<file path="src/rtl/ex_muldiv_if.sv">
// Issue/writeback bundle between id_ex/ctrl and the iterative M unit.
// Master drives the op, slave returns the register write and stall.
interface ex_muldiv_if #(
  parameter int XLEN = 32
);
  logic            start_i;
  logic [2:0]      func3_i;
  logic [XLEN-1:0] op1_i;
  logic [XLEN-1:0] op2_i;
  logic [4:0]      rd_addr_i;
  logic            flush_i;
  logic [4:0]      rd_addr_o;
  logic [XLEN-1:0] rd_data_o;
  logic            rd_wen_o;
  logic            hold_flag_o;
  logic            busy_o;

  modport master (
    output start_i, func3_i, op1_i, op2_i,
    output rd_addr_i, flush_i,
    input  rd_addr_o, rd_data_o, rd_wen_o,
    input  hold_flag_o, busy_o
  );

  modport slave (
    input  start_i, func3_i, op1_i, op2_i,
    input  rd_addr_i, flush_i,
    output rd_addr_o, rd_data_o, rd_wen_o,
    output hold_flag_o, busy_o
  );
endinterface

</file>
<file path="src/rtl/ex_muldiv.sv">
// Iterative RV32M multiply/divide unit: shift-add multiply,
// restoring divide, sign fix-up, one register write per op.
module ex_muldiv #(
  parameter int XLEN             = 32,
  parameter int MUL_BITS_PER_CYC = 1
) (
  input logic         clk,
  input logic         rst,
  ex_muldiv_if.slave  bus
);
  localparam int K       = MUL_BITS_PER_CYC;
  localparam int CW      = $clog2(XLEN) + 1;
  localparam int MUL_LIM = XLEN / K;
  localparam int DIV_LIM = XLEN;
  localparam logic [XLEN-1:0] MIN =
    {1'b1, {(XLEN-1){1'b0}}};

  typedef enum logic [1:0] {
    S_IDLE, S_MUL, S_DIV, S_DONE
  } state_t;

  state_t            state;
  logic [2:0]        f3_q;
  logic [4:0]        rd_q;
  logic              neg_q;
  logic [CW-1:0]     cnt;
  logic [2*XLEN-1:0] acc;
  logic [2*XLEN-1:0] mcand;
  logic [XLEN-1:0]   mplier;
  logic              wen_q;
  logic [4:0]        rd_addr_q;
  logic [XLEN-1:0]   rd_data_q;

  logic              sg1, sg2, s1, s2, neg_in;
  logic              dz, ovf;
  logic [XLEN-1:0]   mag1, mag2, fast;
  logic [2*XLEN-1:0] acc_add, mul_full;
  logic [XLEN-1:0]   mul_res;
  logic [XLEN:0]     r_sh, diff;
  logic [XLEN-1:0]   rem_n, quo_n, div_raw, div_res;

  // Operand decode at accept: signedness, magnitudes, fast path.
  always_comb begin
    sg1 = !(bus.func3_i inside {3'b011, 3'b101, 3'b111});
    sg2 = bus.func3_i inside {3'b000, 3'b001, 3'b100, 3'b110};
    s1  = sg1 & bus.op1_i[XLEN-1];
    s2  = sg2 & bus.op2_i[XLEN-1];
    mag1 = s1 ? -bus.op1_i : bus.op1_i;
    mag2 = s2 ? -bus.op2_i : bus.op2_i;
    neg_in = (bus.func3_i[2] & bus.func3_i[1]) ? s1 : (s1 ^ s2);
    dz  = bus.func3_i[2] & (bus.op2_i == '0);
    ovf = bus.func3_i[2] & ~bus.func3_i[0] &
          (bus.op1_i == MIN) & (bus.op2_i == '1);
    fast = '0;
    if (dz) fast = bus.func3_i[1] ? bus.op1_i : '1;
    else    fast = bus.func3_i[1] ? '0 : MIN;
  end

  // One multiply step and one restoring-divide step per cycle.
  always_comb begin
    acc_add  = acc + mcand *
               {{(2*XLEN-K){1'b0}}, mplier[K-1:0]};
    mul_full = neg_q ? -acc_add : acc_add;
    mul_res  = (f3_q[1:0] == 2'b00) ?
               mul_full[XLEN-1:0] : mul_full[2*XLEN-1:XLEN];
    r_sh  = {acc[XLEN-1:0], mplier[XLEN-1]};
    diff  = r_sh - {1'b0, mcand[XLEN-1:0]};
    rem_n = diff[XLEN] ? r_sh[XLEN-1:0] : diff[XLEN-1:0];
    quo_n = {mplier[XLEN-2:0], ~diff[XLEN]};
    div_raw = f3_q[1] ? rem_n : quo_n;
    div_res = neg_q ? -div_raw : div_raw;
  end

  // Control FSM, iteration datapath and registered writeback.
  always_ff @(posedge clk) begin
    if (rst) begin
      state     <= S_IDLE;
      f3_q      <= '0;
      rd_q      <= '0;
      neg_q     <= 1'b0;
      cnt       <= '0;
      acc       <= '0;
      mcand     <= '0;
      mplier    <= '0;
      wen_q     <= 1'b0;
      rd_addr_q <= '0;
      rd_data_q <= '0;
    end else begin
      wen_q <= 1'b0;
      unique case (state)
        S_IDLE: begin
          if (bus.start_i && !bus.flush_i) begin
            f3_q  <= bus.func3_i;
            rd_q  <= bus.rd_addr_i;
            neg_q <= neg_in;
            cnt   <= '0;
            acc   <= '0;
            if (dz || ovf) begin
              state     <= S_DONE;
              rd_addr_q <= bus.rd_addr_i;
              rd_data_q <= fast;
              wen_q     <= bus.rd_addr_i != 5'd0;
            end else if (bus.func3_i[2]) begin
              state  <= S_DIV;
              mcand  <= {{XLEN{1'b0}}, mag2};
              mplier <= mag1;
            end else begin
              state  <= S_MUL;
              mcand  <= {{XLEN{1'b0}}, mag1};
              mplier <= mag2;
            end
          end
        end
        S_MUL: begin
          if (bus.flush_i) begin
            state <= S_IDLE;
          end else begin
            acc    <= acc_add;
            mcand  <= mcand << K;
            mplier <= mplier >> K;
            cnt    <= cnt + 1'b1;
            if (cnt == CW'(MUL_LIM - 1)) begin
              state     <= S_DONE;
              rd_addr_q <= rd_q;
              rd_data_q <= mul_res;
              wen_q     <= rd_q != 5'd0;
            end
          end
        end
        S_DIV: begin
          if (bus.flush_i) begin
            state <= S_IDLE;
          end else begin
            acc    <= {{XLEN{1'b0}}, rem_n};
            mplier <= quo_n;
            cnt    <= cnt + 1'b1;
            if (cnt == CW'(DIV_LIM - 1)) begin
              state     <= S_DONE;
              rd_addr_q <= rd_q;
              rd_data_q <= div_res;
              wen_q     <= rd_q != 5'd0;
            end
          end
        end
        S_DONE: state <= S_IDLE;
      endcase
    end
  end

  assign bus.rd_addr_o   = rd_addr_q;
  assign bus.rd_data_o   = rd_data_q;
  assign bus.rd_wen_o    = wen_q & ~bus.flush_i;
  assign bus.busy_o      = state != S_IDLE;
  assign bus.hold_flag_o =
    (bus.start_i & ~bus.flush_i & (state == S_IDLE)) |
    (state == S_MUL) | (state == S_DIV);
endmodule
</file>
<file path="src/flat_wrapper.sv">
// flat-port wrapper written by rule: the top's interface ports become plain ports
module ex_muldiv_flat 
#(
  parameter int XLEN             = 32,
  parameter int MUL_BITS_PER_CYC = 1
)
  (clk, rst, bus_start_i, bus_func3_i, bus_op1_i, bus_op2_i, bus_rd_addr_i, bus_flush_i, bus_rd_addr_o, bus_rd_data_o, bus_rd_wen_o, bus_hold_flag_o, bus_busy_o);
  ex_muldiv_if #(.XLEN(XLEN)) bus_i ();
  input logic clk;
  input logic rst;
  input wire logic [$bits(bus_i.start_i)-1:0] bus_start_i;
  input wire logic [$bits(bus_i.func3_i)-1:0] bus_func3_i;
  input wire logic [$bits(bus_i.op1_i)-1:0] bus_op1_i;
  input wire logic [$bits(bus_i.op2_i)-1:0] bus_op2_i;
  input wire logic [$bits(bus_i.rd_addr_i)-1:0] bus_rd_addr_i;
  input wire logic [$bits(bus_i.flush_i)-1:0] bus_flush_i;
  output wire logic [$bits(bus_i.rd_addr_o)-1:0] bus_rd_addr_o;
  output wire logic [$bits(bus_i.rd_data_o)-1:0] bus_rd_data_o;
  output wire logic [$bits(bus_i.rd_wen_o)-1:0] bus_rd_wen_o;
  output wire logic [$bits(bus_i.hold_flag_o)-1:0] bus_hold_flag_o;
  output wire logic [$bits(bus_i.busy_o)-1:0] bus_busy_o;
  assign bus_i.start_i = bus_start_i;
  assign bus_i.func3_i = bus_func3_i;
  assign bus_i.op1_i = bus_op1_i;
  assign bus_i.op2_i = bus_op2_i;
  assign bus_i.rd_addr_i = bus_rd_addr_i;
  assign bus_i.flush_i = bus_flush_i;
  assign bus_rd_addr_o = bus_i.rd_addr_o;
  assign bus_rd_data_o = bus_i.rd_data_o;
  assign bus_rd_wen_o = bus_i.rd_wen_o;
  assign bus_hold_flag_o = bus_i.hold_flag_o;
  assign bus_busy_o = bus_i.busy_o;
  ex_muldiv #(.XLEN(XLEN), .MUL_BITS_PER_CYC(MUL_BITS_PER_CYC)) u_core (.clk(clk), .rst(rst), .bus(bus_i));
endmodule
</file>
<file path="config.mk">
export PLATFORM = sky130hd
export DESIGN_NAME = ex_muldiv_flat
export DESIGN_NICKNAME = d
export VERILOG_FILES = /design/src/rtl/ex_muldiv_if.sv /design/src/rtl/ex_muldiv.sv /design/src/flat_wrapper.sv
export SDC_FILE = /design/constraint.sdc
export NUM_CORES = 1
export LEC_CHECK = 0
export BUFFER_PORTS_ARGS = -buffer_cell sky130_fd_sc_hd__buf_2
export CORE_MARGIN = 3
export CORE_UTILIZATION = 35
export CTS_CLUSTER_DIAMETER = 80
export DETAILED_ROUTE_END_ITERATION = 8
export HOLD_SLACK_MARGIN = 0.02
export PLACE_DENSITY = 0.62
export SETUP_SLACK_MARGIN = 0.02
export SLEW_MARGIN = 25
export SYNTH_ARGS = -nofsm -noshare
export SYNTH_HDL_FRONTEND = slang
export SYNTH_SLANG_ARGS = --single-unit
</file>
<file path="constraint.sdc">
create_clock -name clk -period 6.55 [get_ports clk]
set_clock_uncertainty 0.15 [all_clocks]
set_input_delay 0.3275 -clock clk [delete_from_list [all_inputs] [get_ports clk]]
set_output_delay 0.3275 -clock clk [all_outputs]
set_load 0.02 [all_outputs]
</file>
# Word level (Yosys, flattened, before mapping)
# Index checks and enable logic that the tools add are counted.
# word_totals
regBits,214
latchBits,0
ram_bits,0
rom_bits,0
inputBits,76
output_inout_bits,40
elab_cells,134
n_memories,0
# op_classes
add_sub_neg,7
mul,1
div_mod_pow,0
order_cmp,0
eq_ne,22
n_shift,0
muxes,52
n_bitwise,16
n_reduce_logical,25
# op_table
op,count
$mux 32,21
$mux 64,7
$pmux 32 s3,2
$pmux 64 s3,1
$pmux 64 s2,1
$neg 32->32,3
$add 64x64->64,1
$eq 32x32->1 const B,2
$mul 64x1->64,1
$neg 64->64,1
$sub 33x32->33,1
$logic_not 32->1,1
$mux 5,4
$eq 3x3->1 const B,4
$mux 6,2
$pmux 6 s2,1
$and 1x1->1,10
$mux 2,5
$ne 2x1->1 const B,5
$pmux 5 s2,1
$reduce_and 5->1,2
$reduce_bool 5->1,2
$ne 2x2->1 const B,4
$reduce_and 4->1,2
other kinds (25),39

# Longest topological paths before layout
# logic_depth
word_depth,9
depth_mapped,31
ltp_nobuf,27

# Least setup slack after synthesis
# No wires, ideal clock.
# synth_path
path_type,reg2reg
from,reg u_core.mplier[31]
to,"reg u_core.rd_data_q[30], in the netlist u_core.bus.rd_data_o[30]"
setup_ns,0.074
arrival_ns,6.142
required_time_ns,6.326
path_slack_ns,0.185
stages_incl_launch_ff,31
path_buffers,4
synth_period_minus_slack_ns,6.365
cell_sequence,dfxtp_1 > inv_1 > ha_1 > inv_1 > fa_1 > a211oi_2 > o31a_1 > a2111oi_4 > o211a_1 > or2_2 > buf_6 > nand2_1 > buf_2 > clkbuf_1 > clkbuf_1 > a21oi_1 > a31o_2 > inv_1 > ha_1 > nor4b_1 > nor3_1 > nor2_1 > o21a_1 > nor3b_1 > a31o_2 > nand4b_1 > or3_4 > o31ai_2 > xor2_1 > or3_2 > o211ai_2
# synth_via
elab_chain_cells,8
word_cells_on_any_way,9
classes_between,2 x add/sub; 6 x mux; 1 x bitwise
# synth_lines
item,line_no,text
"start, declared",ex_muldiv.sv:29,logic [XLEN-1:0] mplier;
"start signal, assigned",ex_muldiv.sv:106,mplier <= mag1;
"start signal, assigned",ex_muldiv.sv:110,mplier <= mag2;
"start signal, assigned",ex_muldiv.sv:120,mplier <= mplier >> K;
$sub 33x32->33,ex_muldiv.sv:67,"diff = r_sh - {1'b0, mcand[XLEN-1:0]};"
$mux 32 / $not 1->1 (equally long branches),"ex_muldiv.sv:68, ex_muldiv.sv:69",
$mux 32 *,ex_muldiv.sv:70,div_raw = f3_q[1] ? rem_n : quo_n;
$neg 32->32,ex_muldiv.sv:71,div_res = neg_q ? -div_raw : div_raw;
$mux 32 *,ex_muldiv.sv:71,
$mux 32 *,ex_muldiv.sv:137,if (cnt == CW'(DIV_LIM - 1)) begin
$mux 32 *,ex_muldiv.sv:131,if (bus.flush_i) begin
$pmux 32 s3 *,ex_muldiv.sv:90,unique case (state)
"end signal, assigned",ex_muldiv.sv:101,rd_data_q <= fast;
"end signal, assigned",ex_muldiv.sv:125,rd_data_q <= mul_res;
"end signal, assigned",ex_muldiv.sv:140,rd_data_q <= div_res;
"end, declared",ex_muldiv.sv:32,logic [XLEN-1:0] rd_data_q;
# Mark *: on every way between the ends. The rest lies on a longest branch, timed or not. The select of a mux whose other input is x is not followed.
# A chain may end at the register's enable or synchronous reset.

# Worst setup path in the final report
# Ends and elaborated chain as after synthesis.

==> impl_metrics.sql <==
INSERT INTO impl_metrics (metric_group, metric, value, unit) VALUES
('outcome', 'run_status', 'completed', ''),
('sta', 'worst-slew-pin-transition', '1.138', 'ns'),
('detailed_routing', 'drt_first_iter_violations', '3886', ''),
('global_route', 'grt_pass1_wl', '153300', 'um'),
('floorplan', 'die_h', '263.4', 'um'),
('flow_run', 'max_cap_violations', '0', ''),
('logic_synthesis', 'yosysUniqueCellTypes', '98', ''),
('clocking', 'postCtsSetupBuffers', '0', ''),
('clocking', 'root_buffer', 'clkbuf_16', ''),
('logic_synthesis', 'synth_sequential_area_ratio', '18.47', '%'),
('logic_synthesis', 'synth_edf_count', '0', ''),
('clocking', 'cts_buf_count', '27', ''),
('worst_setup_path', 'required_arrival_time_at_the_worst_endpoint', '6.93', 'ns'),
('logic_synthesis', 'synth-async-reset-ratio', '0', '%'),
('cells_and_area', 'seqCellArea', '4288', 'sq um'),
('worst_setup_path', 'crit_type', 'flip-flop to flip-flop', ''),
('sta', 'fmax', '160.3', 'MHz'),
('floorplan', 'die_width', '263.4', 'um'),
('logic_synthesis', 'synth_top_cells_by_area', 'dfxtp_1, a21oi_1, nand2_1', ''),
('logic_synthesis', 'ys_seq_elements', '214', ''),
('placement', 'hpwl', '79810', 'um'),
('logic_synthesis', 'synth_largest_area_cell', 'dfxtp_1', ''),
('cells_and_area', 'fin_nets', '3552', ''),
('detailed_routing', 'firstDrtPassIters', '6', ''),
('global_route', 'vias_in_the_first_global_route', '24254', ''),
('clocking', 'cts_tree', 'built', ''),
('sta', 'timing.hold.ws', '0.05744', 'ns'),
('worst_setup_path', 'worstSetupStartpointType', 'flip-flop', ''),
('logic_synthesis', 'synthFlopType', 'dfxtp_1', ''),
('worst_setup_path', 'timing.critical_path.arrival', '6.62', 'ns'),
('placement', 'placed_area', '24830', 'sq um'),
('worst_setup_path', 'worst-path-max-fanout', '7', ''),
('global_route', 'globalRoute.totalOverflow', '0', ''),
('detailed_routing', 'drt-vias-per-instance', '6.449', ''),
('sta', 'slew-limit-headroom', '23.65', '%'),
('power_and_ir_drop', 'finalPower', '8.448', 'mW'),
('detailed_routing', 'ant_nets', '0', ''),
('clocking', 'deepest_clock_path_buffer_count', '3', ''),
('clocking', 'insertion_delay', '0.59', 'ns'),
('clocking', 'clk_transition_reported_paths', '0.07', 'ns'),
('worst_hold_path', 'holdCritPathClass', 'input port to flip-flop', ''),
('worst_setup_path', 'slowest_stage', 'fa_1', ''),
('cells_and_area', 'fill_cells', '6914', ''),
('cells_and_area', 'post-route-cell-area', '25900', 'sq um'),
('floorplan', 'start_util', '35.65', '%'),
('logic_synthesis', 'synth.yosys.warnings', '0', ''),
('global_route', 'grt_max_degree', '117', ''),
('worst_setup_path', 'cp_common_cell', 'inv_1', ''),
('placement', 'routabilityCongestion', '1.039', ''),
('sta', 'setup_repair_after_global_routing_missed_its_margin', 'false', ''),
('floorplan', 'dieArea', '69380', 'sq um'),
('placement', 'dp_worst_setup_slack', '0.4157', 'ns'),
('logic_synthesis', 'synth_top_cell_area_share', '18.47', '%'),
('floorplan', 'std_cell_rows', '93', ''),
('floorplan', 'io_pins', '116', ''),
('worst_setup_path', 'worstSetupEndpointType', 'flip-flop', ''),
('logic_synthesis', 'synthesis.area', '23190', 'sq um'),
('cells_and_area', 'insertedDiodeCount', '0', ''),
('cells_and_area', 'final_cell_count_no_fill', '4243', ''),
('detailed_routing', 'dr_drc_count', '0', ''),
('cells_and_area', 'final_layout_size_suffix_gt1_share', '10.57', '%'),
('power_and_ir_drop', 'cellPowerDensity', '326.1', 'nW/um^2'),
('logic_synthesis', 'synth_nets', '3510', ''),
('global_route', 'grt_use_total', '27.94', '%'),
('power_and_ir_drop', 'worst_ir_drop_vdd', '0.8717', 'mV'),
('logic_synthesis', 'post_synth_most_frequent_cells', 'nand2_1, nor2_1, a21oi_1', ''),
('floorplan', 'core_region_area', '65050', 'sq um'),
('sta', 'fin_tns_setup', '0', 'ns'),
('worst_setup_path', 'max_stage_delay', '0.44', 'ns'),
('power_and_ir_drop', 'total_leakage_power', '10.18', 'nW'),
('detailed_routing', 'drt-total-wl', '103600', 'um');
==> worst max-delay path, delay by kind of cell (launching register included) <==
kind                       cells  cell delay [ns]
xor gates and xnor gates       1             0.10
adders and majority gates      3             0.89
AOI/OAI and AO/OA             10             1.99
and+or+nand+nor               10             2.50
buffers and inverters          3             0.25
DFF                            1             0.33
==> routing by layer <==
layer	vias up	track usage, %	wire length [um]
met3	263	6.037	11950
met5	-	0	0
li1	12506	-	-
met2	1712	41.68	43100
met4	0	12.35	5388
met1	12880	38.50	43110
==> state kept, by name, summed over array words and instances (netlist names) <==
| signal | count |
|---|---|
| u_core.mplier | 32 |
| u_core.acc | 64 |
| u_core.f3_q | 2 |
| u_core.bus.rd_addr_o | 5 |
| u_core.state | 2 |
| u_core.mcand | 64 |
| u_core.wen_q | 1 |
| u_core.rd_q | 5 |
| u_core.cnt | 6 |
| u_core.neg_q | 1 |
| u_core.bus.rd_data_o | 32 |
==> worst paths after layout <==
path,from,endpoint,slack [ns],cells past startpoint
min reg2reg,u_core.mcand[63],u_core.mcand[63],0.31,2
max reg2reg,u_core.mplier[31],u_core.bus.rd_data_o[30],0.31,27
max,u_core.mplier[31],u_core.bus.rd_data_o[30],0.31,27
min,bus_op1_i[8],u_core.bus.rd_data_o[8],0.06,3
==> kinds of logic (layout without fill, tap and decap cells) <==
family	Yosys count	in the layout	share of synthesized area [%]
and+or+nand+nor	1330	1330	27.95
AOI/OAI and AO/OA	1092	1092	31.52
buffers and inverters	307	369	5.093
DFF	214	214	18.47
adders and majority gates	108	108	5.892
xor gates and xnor gates	162	162	6.118
muxes	113	113	4.958
==> layout make-up <==
cell class / instances / share of cell area (%)
flip-flops and latches: 214 / 16.55
multi-input cells: 2805 / 68.75
clock buffers: 34 / 2.903
repair buffers: 240 / 6.024
clock inverters: 15 / 0.4782
well taps: 855 / 4.130
inverters: 80 / 1.159
==> where the power goes <==
part	total, mW	internal [mW]	leakage (nW)	switching [mW]
Sequential	1.78	1.49	1.74	0.282
Clock	1.53	0.856	0.440	0.674
Combinational	5.14	1.68	8.00	3.46
==> what timing repair did <==
item,in CTS,in global routing
endpoints found under the hold margin,22,0
hold buffers,17,0
setup endpoints to repair,0,2
resized for setup,0,2
==> placed cells by master (no fill, tap or decap), types with 27 or more instances in the layout <==
| master | synthesis | final |
|---|---|---|
| a221oi_1 | 32 | 31 |
| clkbuf_16 | 0 | 27 |
| a21oi_1 | 279 | 278 |
| o31ai_1 | 28 | 28 |
| nor4_1 | 34 | 34 |
| and2_1 | 106 | 106 |
| a211oi_1 | 108 | 107 |
| xor2_1 | 75 | 75 |
| buf_2 | 17 | 115 |
| a221o_1 | 34 | 34 |
| nand2b_1 | 30 | 29 |
| a21o_1 | 36 | 36 |
| nor2_1 | 343 | 341 |
| o21ai_0 | 237 | 235 |
| o211ai_1 | 32 | 32 |
| a22oi_1 | 36 | 36 |
| mux2i_1 | 98 | 98 |
| nand2_1 | 355 | 355 |
| ha_1 | 106 | 103 |
| dfxtp_1 | 214 | 211 |
| nor3_1 | 101 | 99 |
| xnor2_1 | 87 | 87 |
| nand4_1 | 64 | 64 |
| inv_1 | 79 | 78 |
| buf_4 | 0 | 107 |
| nand3_1 | 104 | 104 |
| or3_1 | 49 | 49 |
Power figures use the tool's default switching activity.
